==> src/rtl/loader_pkg.sv <==
// Shared types and status codes for the boot-time program loader.
// PM_ADDR_WIDTH is the global program-memory byte-address width.
`ifndef PM_ADDR_WIDTH
`define PM_ADDR_WIDTH 16
`endif

package loader_pkg;

    typedef enum logic [2:0] {
        RECV_LEN,
        RECV_DATA,
        CHECK,
        DONE,
        ERROR
    } state_t;

    localparam logic [7:0] LOADER_ACK = 8'hAA;
    localparam logic [7:0] LOADER_NAK = 8'hEE;

    function automatic logic is_terminal(input state_t s);
        return (s == DONE) || (s == ERROR);
    endfunction

endpackage

==> src/rtl/program_loader_if.sv <==
// Byte-stream, program-memory write and status-byte signals of the loader.
// master = loader side, slave = UART / program-memory side.
interface program_loader_if #(
    parameter int ADDR_WIDTH = `PM_ADDR_WIDTH
);
    logic [7:0]            rx_data;
    logic                  rx_valid;
    logic [ADDR_WIDTH-1:0] pm_write_address;
    logic [31:0]           pm_write_data;
    logic                  pm_write_enable;
    logic [7:0]            tx_data;
    logic                  tx_valid;
    logic                  tx_ready;

    modport master (
        input  rx_data, rx_valid, tx_ready,
        output pm_write_address, pm_write_data, pm_write_enable, tx_data, tx_valid
    );

    modport slave (
        output rx_data, rx_valid, tx_ready,
        input  pm_write_address, pm_write_data, pm_write_enable, tx_data, tx_valid
    );
endinterface

==> src/rtl/byte_word_assembler.sv <==
// Packs bytes MSB-first into 32-bit words; word_complete flags the 4th byte,
// with the full word presented combinationally alongside it.
module byte_word_assembler (
    input  logic        clk,
    input  logic        reset_n,
    input  logic        byte_valid,
    input  logic [7:0]  byte_data,
    output logic [31:0] word,
    output logic        word_complete
);

    logic [1:0]  count_q;
    logic [23:0] shift_q;

    assign word          = {shift_q, byte_data};
    assign word_complete = byte_valid && (count_q == 2'd3);

    always_ff @(posedge clk) begin
        // NOTE: non-blocking assignments keep every register sampling pre-edge values.
        if (!reset_n) begin
            count_q <= '0;
            shift_q <= '0;
        end else if (byte_valid) begin
            count_q <= count_q + 2'd1;
            shift_q <= {shift_q[15:0], byte_data};
        end
    end

endmodule

==> src/rtl/program_loader.sv <==
// Length-prefixed program image loader feeding the program-memory write port.
// Define PROGRAM_LOADER_CHECKSUM_EN to require a trailing XOR checksum byte.
module program_loader
    import loader_pkg::*;
#(
    parameter int ADDR_WIDTH    = `PM_ADDR_WIDTH,
    parameter int MEM_SIZE_BYTE = 65536
) (
    input  logic              clk,
    input  logic              reset_n,
    program_loader_if.master  bus,
    output logic              busy,
    output logic              load_done,
    output logic              load_error
);

    localparam int          WIDX_W    = ADDR_WIDTH - 2;
    localparam int          CNT_W     = ADDR_WIDTH - 1;
    localparam logic [31:0] MEM_WORDS = 32'(MEM_SIZE_BYTE / 4);

`ifdef PROGRAM_LOADER_CHECKSUM_EN
    localparam state_t END_STATE = CHECK;
`else
    localparam state_t END_STATE = DONE;
`endif

    state_t state_q, state_d;

    logic              asm_valid;
    logic              word_complete;
    logic [31:0]       asm_word;
    logic              write_word;
    logic              load_len;
    logic              enter_term;

    logic [WIDX_W-1:0]     word_idx_q;
    logic [CNT_W-1:0]      remaining_q;
    logic [ADDR_WIDTH-1:0] addr_q;
    logic [31:0]           data_q;
    logic                  we_q;
    logic [7:0]            tx_data_q;
    logic                  tx_valid_q;
    logic                  busy_q;
`ifdef PROGRAM_LOADER_CHECKSUM_EN
    logic [7:0]            csum_q;
`endif

    // Length and data bytes share the assembler; bytes are dropped elsewhere.
    assign asm_valid = bus.rx_valid && ((state_q == RECV_LEN) || (state_q == RECV_DATA));

    byte_word_assembler u_assembler (
        .clk           (clk),
        .reset_n       (reset_n),
        .byte_valid    (asm_valid),
        .byte_data     (bus.rx_data),
        .word          (asm_word),
        .word_complete (word_complete)
    );

    always_ff @(posedge clk) begin
        if (!reset_n) state_q <= RECV_LEN;
        else          state_q <= state_d;
    end

    always_comb begin
        // NOTE: defaults first so no path leaves an output unassigned (no latches).
        state_d    = state_q;
        write_word = 1'b0;
        load_len   = 1'b0;
        case (state_q)
            RECV_LEN: begin
                if (word_complete) begin
                    if (asm_word > MEM_WORDS)  state_d = ERROR;
                    else if (asm_word == '0)   state_d = END_STATE;
                    else begin
                        state_d  = RECV_DATA;
                        load_len = 1'b1;
                    end
                end
            end
            RECV_DATA: begin
                if (word_complete) begin
                    write_word = 1'b1;
                    if (remaining_q == CNT_W'(1)) state_d = END_STATE;
                end
            end
`ifdef PROGRAM_LOADER_CHECKSUM_EN
            CHECK: begin
                if (bus.rx_valid) state_d = (bus.rx_data == csum_q) ? DONE : ERROR;
            end
`endif
            DONE, ERROR: state_d = state_q;
            default:     state_d = ERROR;
        endcase
    end

    assign enter_term = is_terminal(state_d) && !is_terminal(state_q);

    always_ff @(posedge clk) begin
        if (!reset_n) begin
            word_idx_q  <= '0;
            remaining_q <= '0;
            addr_q      <= '0;
            data_q      <= '0;
            we_q        <= 1'b0;
            tx_data_q   <= '0;
            tx_valid_q  <= 1'b0;
            busy_q      <= 1'b0;
`ifdef PROGRAM_LOADER_CHECKSUM_EN
            csum_q      <= '0;
`endif
        end else begin
            we_q <= write_word;
            if (load_len) remaining_q <= asm_word[CNT_W-1:0];
            if (write_word) begin
                addr_q      <= {word_idx_q, 2'b00};
                data_q      <= asm_word;
                word_idx_q  <= word_idx_q + WIDX_W'(1);
                remaining_q <= remaining_q - CNT_W'(1);
            end
            busy_q <= !is_terminal(state_d) && (busy_q || bus.rx_valid);
            if (enter_term) begin
                tx_valid_q <= 1'b1;
                tx_data_q  <= (state_d == DONE) ? LOADER_ACK : LOADER_NAK;
            end else if (tx_valid_q && bus.tx_ready) begin
                tx_valid_q <= 1'b0;
            end
`ifdef PROGRAM_LOADER_CHECKSUM_EN
            if (asm_valid) csum_q <= csum_q ^ bus.rx_data;
`endif
        end
    end

    assign bus.pm_write_address = addr_q;
    assign bus.pm_write_data    = data_q;
    assign bus.pm_write_enable  = we_q;
    assign bus.tx_data          = tx_data_q;
    assign bus.tx_valid         = tx_valid_q;
    assign busy                 = busy_q;
    assign load_done            = (state_q == DONE);
    assign load_error           = (state_q == ERROR);

endmodule

==> src/flat_wrapper.sv <==
// flat-port wrapper written by rule: the top's interface ports become plain ports
module program_loader_flat import loader_pkg::*;
#(
    parameter int ADDR_WIDTH    = `PM_ADDR_WIDTH,
    parameter int MEM_SIZE_BYTE = 65536
)
  (clk, reset_n, busy, load_done, load_error, bus_rx_data, bus_rx_valid, bus_tx_ready, bus_pm_write_address, bus_pm_write_data, bus_pm_write_enable, bus_tx_data, bus_tx_valid);
  program_loader_if #(.ADDR_WIDTH(ADDR_WIDTH)) bus_i ();
  input  logic clk;
  input  logic reset_n;
  output logic busy;
  output logic load_done;
  output logic load_error;
  input wire logic [$bits(bus_i.rx_data)-1:0] bus_rx_data;
  input wire logic [$bits(bus_i.rx_valid)-1:0] bus_rx_valid;
  input wire logic [$bits(bus_i.tx_ready)-1:0] bus_tx_ready;
  output wire logic [$bits(bus_i.pm_write_address)-1:0] bus_pm_write_address;
  output wire logic [$bits(bus_i.pm_write_data)-1:0] bus_pm_write_data;
  output wire logic [$bits(bus_i.pm_write_enable)-1:0] bus_pm_write_enable;
  output wire logic [$bits(bus_i.tx_data)-1:0] bus_tx_data;
  output wire logic [$bits(bus_i.tx_valid)-1:0] bus_tx_valid;
  assign bus_i.rx_data = bus_rx_data;
  assign bus_i.rx_valid = bus_rx_valid;
  assign bus_i.tx_ready = bus_tx_ready;
  assign bus_pm_write_address = bus_i.pm_write_address;
  assign bus_pm_write_data = bus_i.pm_write_data;
  assign bus_pm_write_enable = bus_i.pm_write_enable;
  assign bus_tx_data = bus_i.tx_data;
  assign bus_tx_valid = bus_i.tx_valid;
  program_loader #(.ADDR_WIDTH(ADDR_WIDTH), .MEM_SIZE_BYTE(MEM_SIZE_BYTE)) u_core (.clk(clk), .reset_n(reset_n), .bus(bus_i), .busy(busy), .load_done(load_done), .load_error(load_error));
endmodule
==> config.mk <==
export PLATFORM = sky130hd
export DESIGN_NAME = program_loader_flat
export DESIGN_NICKNAME = d
export VERILOG_FILES = /design/src/rtl/loader_pkg.sv /design/src/rtl/program_loader_if.sv /design/src/rtl/byte_word_assembler.sv /design/src/rtl/program_loader.sv /design/src/flat_wrapper.sv
export SDC_FILE = /design/constraint.sdc
export NUM_CORES = 1
export LEC_CHECK = 0
export ABC_AREA = 1
export CAP_MARGIN = 20
export CORE_ASPECT_RATIO = 0.75
export CORE_MARGIN = 2
export CORE_UTILIZATION = 55
export CTS_BUF_LIST = sky130_fd_sc_hd__clkbuf_16
export CTS_CLUSTER_SIZE = 25
export DETAILED_ROUTE_END_ITERATION = 10
export GPL_TIMING_DRIVEN = 0
export PLACE_DENSITY = 0.88
export SLEW_MARGIN = 20
export SYNTH_ARGS = -nofsm -noshare
export SYNTH_HDL_FRONTEND = slang
export SYNTH_SLANG_ARGS = --single-unit
==> constraint.sdc <==
create_clock -name clk -period 3 [get_ports clk]
set_input_delay 0.45 -clock clk [delete_from_list [all_inputs] [get_ports clk]]
set_output_delay 0.45 -clock clk [all_outputs]
set_load 0.005 [all_outputs]
-- After elaboration in Yosys (flattened, before gate mapping)
Cells that the tools add are included.
- register bits after elaboration: 115
- output and inout bits: 61
- logic and storage cells: 55
- add/sub/neg operators: 3
- magnitude comparators: 1
- equal/unequal tests: 7
- multiplexer cells: 17
- reductions and logical operators: 16
- operator list (kind ; count):
    $gt 32x15->1 const B ; 1
    $logic_not 32->1 ; 1
    $mux 15 ; 2
    $eq 15x1->1 const B ; 1
    $sub 15x1->15 const B ; 1
    $add 14x1->14 const B ; 1
    $mux 3 ; 4
    $pmux 3 s3 ; 1
    $mux 1 ; 8
    $mux 7 ; 1
    $eq 3x2->1 const B ; 2
    $eq 3x3->1 const B ; 2
    $logic_and 1x1->1 ; 5
    $logic_or 1x1->1 ; 4
    $reduce_bool 2->1 ; 2
    $eq 3x1->1 const B ; 1
    $logic_not 3->1 ; 1
    $add 2x1->2 const B ; 1
    $eq 2x2->1 const B ; 1
    $logic_not 1->1 ; 2
    $mux 2 ; 1
    $reduce_or 2->1 ; 1

-- Depth between registers and ports, before layout
- depth after elaboration: 10
- gate-level depth with buffers: 13

-- By module
Synthesis repeated with hierarchy kept, for this count alone.
- cell total of the unflattened synthesis: 703
- area total of the unflattened synthesis: 5007.3 um^2
- modules (own cells, without submodules) (module ; times used ; cells an instance ; area each (um^2) ; sequential area each (um^2)):
    program_loader ; 1 ; 528 ; 3829.9 ; 1661.6
    byte_word_assembler ; 1 ; 175 ; 1177.4 ; 520.5

-- Worst setup path after synthesis
OpenSTA, ideal clock, no wires.
- path type: input -> register
- start point: input port bus_rx_data[6]
- end point: register u_core.remaining_q[10]
- library setup time: 0.132 ns
- arrival time: 1.381 ns
- data required time: 2.868 ns
- slack: 1.487 ns
- stages on the path: 11
- buffers on the path: 1
- cell sequence: nor2_1 > nand2_1 > nor2_1 > nand2_1 > nand2_1 > nand2_2 > nor2_4 > nand2_4 > buf_6 > nand3_1 > a21oi_1
- cells in the longest elaborated chain, start to end: 6
- elaborated cells on any way between the ends: 7
- those cells by class: order compare: 1; mux: 4; reduce/logical: 2
- ends and longest elaborated chain (item ; line ; RTL):
    from (decl) ; flat_wrapper.sv:14 ; input wire logic [$bits(bus_i.rx_data)-1:0] bus_rx_data;
    branches (longest 2 deep; another with $gt 32x15->1) ; n/a ;
    $mux 1 * ; program_loader.sv:73 ; if (asm_word > MEM_WORDS) state_d = ERROR;
    $mux 1 * ; program_loader.sv:72 ; if (word_complete) begin
    $mux 1 * ; program_loader.sv:70 ; case (state_q)
    $reduce_bool 2->1 (no source line) * ; n/a ;
    to (signal assigned) ; program_loader.sv:114 ; if (load_len) remaining_q <= asm_word[CNT_W-1:0];
    to (signal assigned) ; program_loader.sv:119 ; remaining_q <= remaining_q - CNT_W'(1);
    to (decl) ; program_loader.sv:37 ; logic [CNT_W-1:0] remaining_q;
Every way passes the cells marked *.
A chain may end at the register's enable or synchronous reset.

-- Worst setup path in the final report
- start point: register u_core.state_q[0]
- end point: output port load_done
- cells in the longest elaborated chain, start to end: 1
- ends and longest elaborated chain (item ; line ; RTL):
    from (decl) ; program_loader.sv:27 ; state_t state_q, state_d;
    from (signal assigned) ; program_loader.sv:62 ; else state_q <= state_d;
    $eq 3x2->1 ; program_loader.sv:140 ; assign load_done = (state_q == DONE);
    to (decl) ; flat_wrapper.sv:12 ; output logic load_done;
Every way passes these cells.

==> results.cfg <==
[status]
status = completed

[die]
core_sq_mm = 0.00838
rows = 29
die-area_sq_mm = 0.00932
pin_count = 73
die_x_microns = 111
initial_core_util = 0.561
fp.dieH_microns = 84.1

[placed_design]
place_ws_ns = 0.660
hpwl_microns = 9300
io_buffer_count = 68
placed_cell_area_sq_mm = 0.00553
place.gp.congestion = 0.925

[power_and_ir_drop]
switching_share = 0.252
p_int_mw = 2.13
power_density_mw_per_mm2 = 489
p_total_mw = 2.84
peakVddDrop_v = 0.000350
power.switching_mw = 0.718
pwr-share-clk = 0.402
pwr-share-comb = 0.065
leakage_nw = 2.30
p_seq_frac = 0.533

[min_path]
min_from = u_core.bus.pm_write_data[0]$_SDFFE_PN0P_
hold_class = reg2reg
hold_depth = 2
whs_endpoint = u_core.bus.pm_write_data[0]$_SDFFE_PN0P_

[sta]
skew_ns = 0.00755
rsz0062_at_grt = no
finalHoldViolations = 0
worstMarginPinSlew_ns = 0.669
layout_min_cycle_time_ns = 2.17
fin_crit_sh = 0.724
drv_slew = 0
fin_setup_tns_ns = 0
finalSetupViolations = 0
fin_ws_ns = 0.828
slew-limit-headroom = 0.554
fmax_mhz = 460

[yosys]
ys_types = 36
synth-simple-area-share = 0.259
syn_area_sq_mm = 0.00470
yosysWarnings = 0
yosysTopAreaCell = dfxtp_1
synth_top_cell_area_share = 0.464
ys_seq_elements = 109
muxShareOfSynthArea = 0
yosys-top-cells-area = dfxtp_1 46%, nand2_1 10%, a21oi_1 8.9%
synth_top_family_by_area = simple AND/OR/NAND/NOR gates
syn_inst = 634
syn_area_per_cell_sq_um = 7.42
synth_xor_area_frac = 0.0168
ys_seq_area_frac = 0.464
synth_fa_ha_area_frac = 0.0106
synth_compound_area_frac = 0.165

[setup_path]
cpPeakStageDelay_ns = 0.49
cp_common_cell = inv_1
rrSetupSlack_ns = 1.15
arrival_ns = 1.72
critical_path_class = reg2out
reg2regPathDepth = 9
worst-path-max-fanout = 4
crit_chain = inv_1, nor2_1, nand2_1, inv_1, clkdlybuf4s50_1
critPathTopFamily = buffers and inverters
r2r_end = u_core.bus.tx_valid$_SDFFE_PN0P_
critical_path.startpoint_type = flip-flop
end_kind = output pin
worst_ep_required_time_ns = 2.55
worst-path-buf-inv = 3
r2r-start = u_core.u_assembler.shift_q[2]$_SDFFE_PN0P_
crit_slowest_cell = clkdlybuf4s50_1

[global_routing]
grt_max_degree = 20
grt_pass1_vias = 4352
grt_antenna_before_repair = 0
grt_usage = 0.278
grt_pass1_wl_microns = 20600
overflow = 0

[detailed_routing]
drcViolationCount = 0
wirelength_microns = 13000
drt_iter0_markers = 332
dr.pass1.iters = 5
num_vias = 4605
drt-wirelength-per-cell_microns = 15.7
post_drt_via_cell_ratio = 5.55
ant_nets = 0

[flow_run]
max_cap_viol_count = 0

[finish]
drive_gt1_frac = 0.0804
final_cell_mix = 131 x nand2_1, 109 x dfxtp_1, 97 x nor2_1
area_growth_pct = 23.7
final_nets = 732
final_common_cell = nand2_1
fin_util = 0.694
fin_area_sq_mm = 0.00582
n_antenna_cell = 0

[clock_tree]
clock_latency_ns = 0.35
root_buffer = clkbuf_16
clkTransAtPathRegs_ns = 0.07
postCtsResizedCells = 0
cts_setup_buffers = 0
cts_sinks = 109
cts_hold_buffers = 0
cts_buffer_depth = 2
htree_levels = 3
cts_buffers = 9
tritoncts = yes
-- tightest hold or removal path, stage by stage (launching register included) --
cell	delay [ns]
dfxtp_1	0.31
nand2_1	0.06
a21oi_1	0.05
-- layer usage --
metal | wire (microns) | GRT usage | share of wire
met1 | 5300 | 0.346 | 0.41
met3 | 1290 | 0.0675 | 0.099
met2 | 6200 | 0.468 | 0.48
met4 | 255 | 0.109 | 0.020
met5 | 0 | 0 | 0
-- Yosys cell counts (all sizes together) --
master  count
nand2     137
dfxtp     109
nor2      103
a21oi      84
o21ai      53
inv        43
buf        24
nand3      24
clkbuf     14
nand4      10
xor2        7
ha          4
nor3        4
a31oi       3
o21bai      3
a211oi      2
o31ai       2
xnor2       2
clkinv      1
conb        1
nor3b       1
nor4        1
o21a        1
or2         1
-- per-stage QoR --
step	instances	hold WS [ns]
detailed placement	813	0.455
floorplan	637	0.452
global placement	813	0.452
finish	829	0.466
CTS	829	0.466
global route	829	0.482
-- kinds of logic after synthesis --
kind of cell / Yosys count
and+or+nand+nor: 281
AOI/OAI and AO/OA: 148
xor gates and xnor gates: 9
buffers and inverters: 82
DFF: 109
other: 1
adders and majority gates: 4
-- how the worst max path moves through the flow --
stage	to	start	depth (start not counted)	slack (ns)
3_5_place_dp	u_core.remaining_q[3]$_SDFFE_PN0P_	bus_rx_data[3]	12	0.66
4_1_cts	load_done	u_core.state_q[0]$_SDFF_PN0_	5	0.86
6_report	load_done	u_core.state_q[0]$_SDFF_PN0_	5	0.83
2_1_floorplan	u_core.remaining_q[10]$_SDFFE_PN0P_	bus_rx_data[6]	11	1.49
5_1_grt	load_done	u_core.state_q[0]$_SDFF_PN0_	5	0.74
3_3_place_gp	u_core.remaining_q[9]$_SDFFE_PN0P_	bus_rx_data[3]	12	0.75
-- power groups by stage --
stage          Clock, mW  Combinational, mW  Sequential (mW)
3_5_place_dp           0              0.179             1.55
2_1_floorplan          0              0.112             1.53
3_3_place_gp           0              0.171             1.55
6_report            1.14              0.185             1.52
4_1_cts             1.15              0.182             1.51
5_1_grt             1.19              0.204             1.52
-- area by class of cell --
| cell class | count | area (sq um) |
|---|---|---|
| buffer | 38 | 229 |
| clock buffer | 9 | 225 |
| clock inverter | 7 | 61.3 |
| fill | 669 | 2560 |
| inverter | 44 | 168 |
| multi-input combinational | 446 | 2140 |
| sequential | 109 | 2180 |
| tap | 108 | 135 |
| timing repair buffer | 68 | 681 |
-- registers in the layout (all words and copies together), names as in the netlist --
name / cells
u_core.bus.pm_write_address: 14
u_core.bus.pm_write_data: 32
u_core.bus.pm_write_enable: 1
u_core.bus.tx_data: 2
u_core.bus.tx_valid: 1
u_core.busy: 1
u_core.remaining_q: 15
u_core.state_q: 3
u_core.u_assembler.count_q: 2
u_core.u_assembler.shift_q: 24
u_core.word_idx_q: 14
No activity file was read; power rests on OpenSTA's default activity.
